===== config.mk =====
export PLATFORM = sky130hd
export DESIGN_NAME = throttle_ctrl
export DESIGN_NICKNAME = d
export VERILOG_FILES = /design/src/rtl/throttle_ctrl.sv
export SDC_FILE = /design/constraint.sdc
export NUM_CORES = 1
export LEC_CHECK = 0
export CAP_MARGIN = 20
export CORE_MARGIN = 4
export CORE_UTILIZATION = 35
export DETAILED_ROUTE_END_ITERATION = 16
export SYNTH_ARGS = -nofsm -noshare
export SYNTH_HDL_FRONTEND = slang
export SYNTH_SLANG_ARGS = --single-unit

===== constraint.sdc =====
create_clock -name clk -period 2.2 [get_ports clk]
set_input_delay 0.22 -clock clk [delete_from_list [all_inputs] [get_ports clk]]
set_output_delay 0.22 -clock clk [all_outputs]
set_load 0.01 [all_outputs]

===== src/rtl/throttle_ctrl.sv =====
// Cruise-control throttle stepper: debounced up/down walk of an 8-bit throttle
// command from a one-hot L/EQ/G comparator. Optional macro: THROTTLE_SOFT_RELEASE_EN.
module throttle_ctrl #(
    parameter int unsigned STEP = 1,
    parameter int unsigned HOLD = 4
) (
    input  logic       clk,
    input  logic       rst,
    input  logic       enable,
    input  logic       brake,
    input  logic [7:0] set_thr,
    input  logic       L,
    input  logic       EQ,
    input  logic       G,
    output logic [7:0] throttle,
    output logic [2:0] state,
    output logic       active,
    output logic       at_speed
);

    typedef enum logic [2:0] {
        ST_OFF     = 3'd0,
        ST_HOLD    = 3'd1,
        ST_ACCEL   = 3'd2,
        ST_DECEL   = 3'd3,
        ST_RELEASE = 3'd4
    } state_t;

    state_t     state_reg;
    logic [7:0] throttle_reg;
    logic [7:0] cnt_reg;

    state_t     dir;
    logic [8:0] up_sum;
    logic [8:0] dn_diff;
    logic [7:0] up_sat;
    logic [7:0] dn_sat;
    logic [8:0] cnt_inc;

    // Anything other than a clean one-hot L or G is treated as "at speed".
    always_comb begin
        dir = ST_HOLD;
        if (L && !EQ && !G)
            dir = ST_ACCEL;
        else if (G && !L && !EQ)
            dir = ST_DECEL;
    end

    // 9-bit arithmetic: bit 8 flags overflow (up) or borrow (down).
    assign up_sum  = {1'b0, throttle_reg} + 9'(STEP);
    assign dn_diff = {1'b0, throttle_reg} - 9'(STEP);
    assign up_sat  = up_sum[8]  ? 8'hFF : up_sum[7:0];
    assign dn_sat  = dn_diff[8] ? 8'h00 : dn_diff[7:0];
    assign cnt_inc = {1'b0, cnt_reg} + 9'd1;

    always_ff @(posedge clk or posedge rst) begin
        if (rst) begin
            state_reg    <= ST_OFF;
            throttle_reg <= 8'd0;
            cnt_reg      <= 8'd0;
        end else begin
            case (state_reg)
                ST_OFF: begin
                    throttle_reg <= 8'd0;
                    cnt_reg      <= 8'd0;
                    if (enable && !brake) begin
                        state_reg    <= ST_HOLD;
                        throttle_reg <= set_thr;
                    end
                end
                ST_HOLD, ST_ACCEL, ST_DECEL: begin
                    if (brake) begin
                        state_reg    <= ST_OFF;
                        throttle_reg <= 8'd0;
                        cnt_reg      <= 8'd0;
                    end else if (!enable) begin
                        cnt_reg <= 8'd0;
`ifdef THROTTLE_SOFT_RELEASE_EN
                        state_reg <= ST_RELEASE;
`else
                        state_reg    <= ST_OFF;
                        throttle_reg <= 8'd0;
`endif
                    end else if (dir != state_reg) begin
                        state_reg <= dir;
                        cnt_reg   <= 8'd1;
                    end else if (cnt_inc < 9'(HOLD)) begin
                        cnt_reg <= cnt_inc[7:0];
                    end else begin
                        cnt_reg <= 8'd0;
                        if (state_reg == ST_ACCEL)
                            throttle_reg <= up_sat;
                        else if (state_reg == ST_DECEL)
                            throttle_reg <= dn_sat;
                    end
                end
`ifdef THROTTLE_SOFT_RELEASE_EN
                ST_RELEASE: begin
                    cnt_reg <= 8'd0;
                    if (brake) begin
                        state_reg    <= ST_OFF;
                        throttle_reg <= 8'd0;
                    end else if (enable) begin
                        state_reg    <= ST_HOLD;
                        throttle_reg <= set_thr;
                    end else begin
                        throttle_reg <= dn_sat;
                        if (dn_sat == 8'd0)
                            state_reg <= ST_OFF;
                    end
                end
`endif
                default: begin
                    state_reg    <= ST_OFF;
                    throttle_reg <= 8'd0;
                    cnt_reg      <= 8'd0;
                end
            endcase
        end
    end

    assign throttle = throttle_reg;
    assign state    = state_reg;
    assign active   = (state_reg == ST_HOLD) || (state_reg == ST_ACCEL) ||
                      (state_reg == ST_DECEL);
    assign at_speed = (state_reg == ST_HOLD);

endmodule

==> metrics.yaml, run 1 <==
global_route:
  grt-ovfl-total: 0
  grt_pass1_wl_um: 5290
  grt_max_degree: 19
  grt_usage_pct: 15.5
  grt_antenna_before_repair: 0
  grt_pass1_vias: 1161
layout:
  stdcell_count: 220
  drive_above_1_share_pct: 13.2
  nFillCells: 329
  most-common-layout-cells: "clkdlybuf4s50_1 (26), dfrtp_1 (18), o21ai_0 (15)"
  final_common_cell: "clkdlybuf4s50_1"
  regArea_um2: 450
  diodes: 0
  multi_input_area_um2: 713
  area_growth_pct: 35.4
  nNetsFinal: 193
detailed_routing:
  drc: 0
  detail-route-antenna-nets: 0
  num_vias: 1158
  drt-pass1-iter-count: 4
  wl_um: 3110
  vias_per_cell: 5.26
  drt_iter0_drc: 133
  wl_per_cell_um: 14.1
logic_synthesis:
  ys_types: 52
  ys_seq_area_share_pct: 37.5
  synthTopCellsByArea: "dfrtp_1 (38%), o21ai_0 (6.3%), ha_1 (3.1%)"
  ys_async_sr_fraction_pct: 100
  syn_avg_cell_area_um2: 8.90
  synth_edf_count: 0
  synth-seq-cells: 18
  syn_inst: 135
  synth_top_cell_by_area: "dfrtp_1"
  synth_ff_type: "dfrtp_1"
  yosysWarnings: 0
  synth_top_area_share_pct: 37.5
  netlist_area_mm2: 0.00120
critical_path:
  critPathArrivalTime_ps: 2230
  crit_slowest_cell: "or3b_4"
  worst_setup_path_end_kind: "flop"
  required_ps: 2410
  worstPathCellList: "inv_1 > ha_1 > or3b_4 > o31ai_1 > o211ai_1 > a32o_1 > mux2_4"
  worstSetupStartpointType: "flop"
  critPathKind: "reg -> reg"
  cp_slowest_stage_delay_ps: 430
  worst-path-max-fanout: 5
clock_network:
  clock_latency_ps: 310
  clk_pin_slew_ps: 120
  cts.sinks: 18
  clockBufferDepth: 2
  cts_tree: "built"
  cts_setup_buffers: 0
  cts-root-buf: "clkbuf_4"
  cts_max_level: 1
  numCtsBuffers: 3
timing:
  tightestPinTransition_ps: 716
  max_slew_margin_pct: 52.2
  max_freq_mhz: 494
  setup_tns_ps: 0
  post-route-period-util_pct: 92.1
  finalSetupViolations: 0
  hold_viol_final: 0
  rsz0062_at_grt: "false"
  period_needed_ps: 2030
  fin_worst_skew_ps: 16.6
  slew_violations: 0
outcome:
  status: "completed"
die:
  die_y_um: 66.6
  std_cell_rows: 21
  ios: 28
  dieArea_mm2: 0.00443
  initial_core_util_pct: 36.0
  core_mm2: 0.00334
  die_w_um: 66.6
pwr:
  ir_drop_mv: 0.373
  clkPwrFrac_pct: 26.3
  internal_power_uw: 570
  p_sw_share_pct: 29.5
  p_per_area_mw_per_mm2: 497
  power.leakage_nw: 0.696
  power_switching_uw: 238
  combPwrFrac_pct: 27.8
  seqPwrFrac_pct: 45.9
place:
  gp_congestion: 0.889
  io_buffers: 26
  dp_hpwl_um: 2310
  dp_cells: 216
run:
  cap_violations: 0
hold_path:
  worstHoldPathType: "in -> async"
[path summary, 6_finish.rpt]
path	startpoint	endpoint	slack, ps	depth (start not counted)
max	throttle[1]$_DFFE_PP0P_	throttle[6]$_DFFE_PP0P_	170	7
min	rst	throttle[3]$_DFFE_PP0P_	310	2
max reg2reg	throttle[1]$_DFFE_PP0P_	throttle[6]$_DFFE_PP0P_	170	7
min reg2reg	throttle[0]$_DFFE_PP0P_	throttle[0]$_DFFE_PP0P_	580	2
max in group asynchronous	rst	cnt_reg[2]$_DFF_PP0_	1420	2
min in group clk	set_thr[3]	throttle[3]$_DFFE_PP0P_	510	3
[metal layers]
layer | part of all wire [%] | vias up | routed length [um] | GRT usage, %
met2 | 49 | 36 | 1510 | 25.9
met1 | 46 | 543 | 1440 | 20.2
met3 | 4.3 | 5 | 135 | 3.54
li1 | - | 574 | - | -
met5 | 0 | - | 0 | 0
met4 | 0.74 | 0 | 23 | 3.55
[power groups by stage]
| stage | Combinational, mW | Sequential, mW | Clock [mW] |
|---|---|---|---|
| after detailed placement | 0.216 | 0.377 | 0 |
| after floorplan | 0.124 | 0.374 | 0 |
| after global routing | 0.250 | 0.375 | 0.237 |
| after global placement | 0.213 | 0.376 | 0 |
| final | 0.225 | 0.371 | 0.212 |
| after CTS | 0.217 | 0.370 | 0.221 |
[through the flow]
step	setup WS, ps	util [%]	power (mW)	hold slack (ps)	instance area (um2)
2_1_floorplan	84.4	-	0.498	159	1220
3_3_place_gp	184	47.4	0.589	537	1580
3_5_place_dp	93.9	47.4	0.593	563	1580
4_1_cts	83.7	48.5	0.808	351	1620
5_1_grt	31.7	48.7	0.861	400	1630
6_report	174	48.7	0.808	312	1630
[critical path, delay by kind of cell, from the launching register on]
| family | cells | cell delay, ps |
|---|---|---|
| AOI/OAI and AO/OA | 3 | 600 |
| and+or+nand+nor | 1 | 430 |
| DFF | 1 | 400 |
| muxes | 1 | 250 |
| adders and majority gates | 1 | 170 |
| buffers and inverters | 1 | 80 |
[Yosys cell counts, drive strengths merged, types with 2 or more instances]
cell type / n
a21oi: 5
a31oi: 2
a32oi: 4
and3: 3
buf: 4
clkbuf: 4
dfrtp: 18
ha: 3
inv: 7
mux2: 2
mux2i: 2
nand2: 7
nand2b: 2
nand3: 3
nand4: 3
nor2: 8
nor2b: 4
nor3: 7
nor3b: 2
nor4: 2
o211ai: 2
o21ai: 16
or3b: 2
xnor2: 2
[cell type report]
| class | count | share of cell area, % |
|---|---|---|
| Inverter | 7 | 1.62 |
| Multi-Input combinational cell | 108 | 43.8 |
| Timing Repair Buffer | 37 | 21.1 |
| Clock buffer | 4 | 2.23 |
| Tap cell | 46 | 3.54 |
| Sequential cell | 18 | 27.7 |
[cells by family (layout without fill, tap and decap cells)]
family	Yosys count	after routing	synth area share [%]
AND/OR/NAND/NOR	48	48	23.1
AO/OA/AOI/OAI	43	43	24.2
flip-flops	18	18	37.5
buffers and inverters	15	48	5.73
multiplexers	4	4	3.85
adder cells (fa/ha/maj)	3	3	3.13
XOR/XNOR	3	3	2.19
other	1	7	0.312
[what timing repair did]
action	4_1_cts	5_1_grt
resized for setup	0	2
endpoints found under the setup margin	0	5
hold buffers	0	0
No activity file was read; power rests on OpenSTA's default activity.
==> run 2: changes to the inputs <==
--- a/config.mk
+++ b/config.mk
@@ -6,9 +6,12 @@
 export NUM_CORES = 1
 export LEC_CHECK = 0
 export CAP_MARGIN = 20
+export CELL_PAD_IN_SITES_DETAIL_PLACEMENT = 0
+export CELL_PAD_IN_SITES_GLOBAL_PLACEMENT = 2
 export CORE_MARGIN = 4
-export CORE_UTILIZATION = 35
+export CORE_UTILIZATION = 26
 export DETAILED_ROUTE_END_ITERATION = 16
+export PLACE_DENSITY_LB_ADDON = 0.1
 export SYNTH_ARGS = -nofsm -noshare
 export SYNTH_HDL_FRONTEND = slang
 export SYNTH_SLANG_ARGS = --single-unit
==> run 2 against run 1 <==
Compared with the run above: clock skew is 12 ps lower; non-clock buffer count rose by 5; sequential cell count unchanged; largest cell class unchanged; critical path type unchanged; power is 9.4% higher; global-route usage is 3.4 points lower; die area grew 30%.
==> metrics.yaml, run 2 (synthesized netlist as in run 1, its figures left out) <==
pwr:
  power.leakage_nw: 0.729  # +4.7%
  ir_drop_mv: 0.243  # -35%
  p_per_area_mw_per_mm2: 524  # +5.4%
  p_total_uw: 884  # +9.4%
detailed_routing:
  wl_um: 3510  # +13%
  wl_per_cell_um: 15.2  # +7.5%
  drc: 0  # unchanged
  detail-route-antenna-nets: 0  # unchanged
  vias_per_cell: 5.13  # -2.6%
  drt_iter0_drc: 51  # -62%
  drt-pass1-iter-count: 7  # +3
  num_vias: 1184  # +2.2%
global_route:
  grt_pass1_vias: 1193  # +2.8%
  grt-ovfl-total: 0  # unchanged
  grt_usage_pct: 12.1  # -3.4 points
  grt_pass1_wl_um: 5840  # +11%
  grt_max_degree: 19  # unchanged
  grt_antenna_before_repair: 0  # unchanged
place:
  gp_congestion: 0.811  # -8.8%
  dp_hpwl_um: 2700  # +17%
  place_area_mm2: 0.00163  # +2.8%
  dp_cells: 227  # +5.1%
  dp_slack_ps: 138  # +44.6 ps
  io_buffers: 26  # unchanged
layout:
  stdcell_count: 231  # +5.0%
  final_common_cell: "clkdlybuf4s50_1"
  area_growth_pct: 40.5
  design_area_mm2: 0.00169  # +3.8%
  regArea_um2: 450  # unchanged
  post-route-util_pct: 38.2  # -11 points
  diodes: 0  # unchanged
  multi_input_area_um2: 711  # -0.35%
  most-common-layout-cells: "clkdlybuf4s50_1 (26), dfrtp_1 (18), buf_4 (16)"
  nFillCells: 467  # +42%
  drive_above_1_share_pct: 15.1  # +1.9 points
  nNetsFinal: 198  # +2.6%
die:
  core_mm2: 0.00441  # +32%
  dieArea_mm2: 0.00577  # +30%
  ios: 28  # unchanged
  std_cell_rows: 24  # +14%
  initial_core_util_pct: 27.2  # -8.8 points
  die_y_um: 76.0  # +14%
  die_w_um: 76.0  # +14%
timing:
  max_freq_mhz: 472  # -4.3%
  rsz0062_at_grt: "false"
  period_needed_ps: 2120  # +92.1 ps
  slew_violations: 0  # unchanged
  finalSetupViolations: 0  # unchanged
  setup_tns_ps: 0  # unchanged
  max_slew_margin_pct: 53.1  # +0.83 points
  post-route-period-util_pct: 96.3  # +4.2 points
  fin_ws_ps: 82.3  # -92.1 ps
  tightestPinTransition_ps: 703  # -12.5 ps
  fin_worst_skew_ps: 4.46  # -12.1 ps
  hold_viol_final: 0  # unchanged
  hold_ws_ps: 376  # +64.1 ps
clock_network:
  cts-root-buf: "clkbuf_8"
  cts_setup_buffers: 0  # unchanged
  clock_latency_ps: 250  # -60 ps
  clockBufferDepth: 2  # unchanged
  numCtsBuffers: 3  # unchanged
  cts_hold_buf: 0  # unchanged
  clk_pin_slew_ps: 70  # -50 ps
  cts_resized: 0  # unchanged
  cts_max_level: 1  # unchanged
  cts.sinks: 18  # unchanged
  cts_tree: "built"
hold_path:
  worstHoldPathType: "in -> async"
critical_path:
  required_ps: 2340  # -70 ps
  worst-path-max-fanout: 4  # -1
  critPathArrivalTime_ps: 2250  # +20 ps
  worst_setup_path_end_kind: "flop"
  critPathKind: "reg -> reg"
  worstSetupStartpointType: "flop"
run:
  cap_violations: 0  # unchanged
outcome:
  status: "completed"
run 2: changes by cell type in the layout (fill, tap and decap cells not counted):
cell	previous run	this run
buf_4	11	16
clkbuf_4	3	0
clkbuf_8	1	4
or3b_1	0	1
or3b_4	1	0
run 2: routing by layer:
metal	vias up	track usage (%)	part of all wire [%]
met5	-	0	0
met4	0	3.91	0.91
met3	4	2.13	3.7
met2	29	19.9	50
met1	566	15.9	46
li1	585	-	-
run 2: layout make-up:
cell class / count / area share [%]
multi-input combinational: 108 / 42.1
inverter: 7 / 1.56
timing repair buffer: 42 / 22.5
sequential: 18 / 26.7
tap: 52 / 3.85
clock buffer: 4 / 3.26
run 2: worst paths after layout:
path | startpoint | end | slack, ps | cells after the start
setup / recovery | throttle[1]$_DFFE_PP0P_ | throttle[6]$_DFFE_PP0P_ | 80 | 7
hold / removal | rst | cnt_reg[2]$_DFF_PP0_ | 380 | 2
setup reg to reg | throttle[1]$_DFFE_PP0P_ | throttle[6]$_DFFE_PP0P_ | 80 | 7
hold reg to reg | throttle[0]$_DFFE_PP0P_ | throttle[0]$_DFFE_PP0P_ | 560 | 2
max in group asynchronous | rst | cnt_reg[0]$_DFF_PP0_ | 1380 | 2
min in group clk | throttle[0]$_DFFE_PP0P_ | throttle[0]$_DFFE_PP0P_ | 560 | 2
run 2: where the power goes:
| group | internal (mW) | switching (mW) |
|---|---|---|
| registers | 0.349 | 0.0212 |
| clock network | 0.159 | 0.113 |
| logic | 0.131 | 0.111 |
run 2: critical path: stages, from the launching register on:
cell	delay, ps
dfrtp_1	380
inv_1	80
ha_1	180
or3b_1	460
o31ai_1	230
o211ai_1	140
a32o_1	280
mux2_4	250
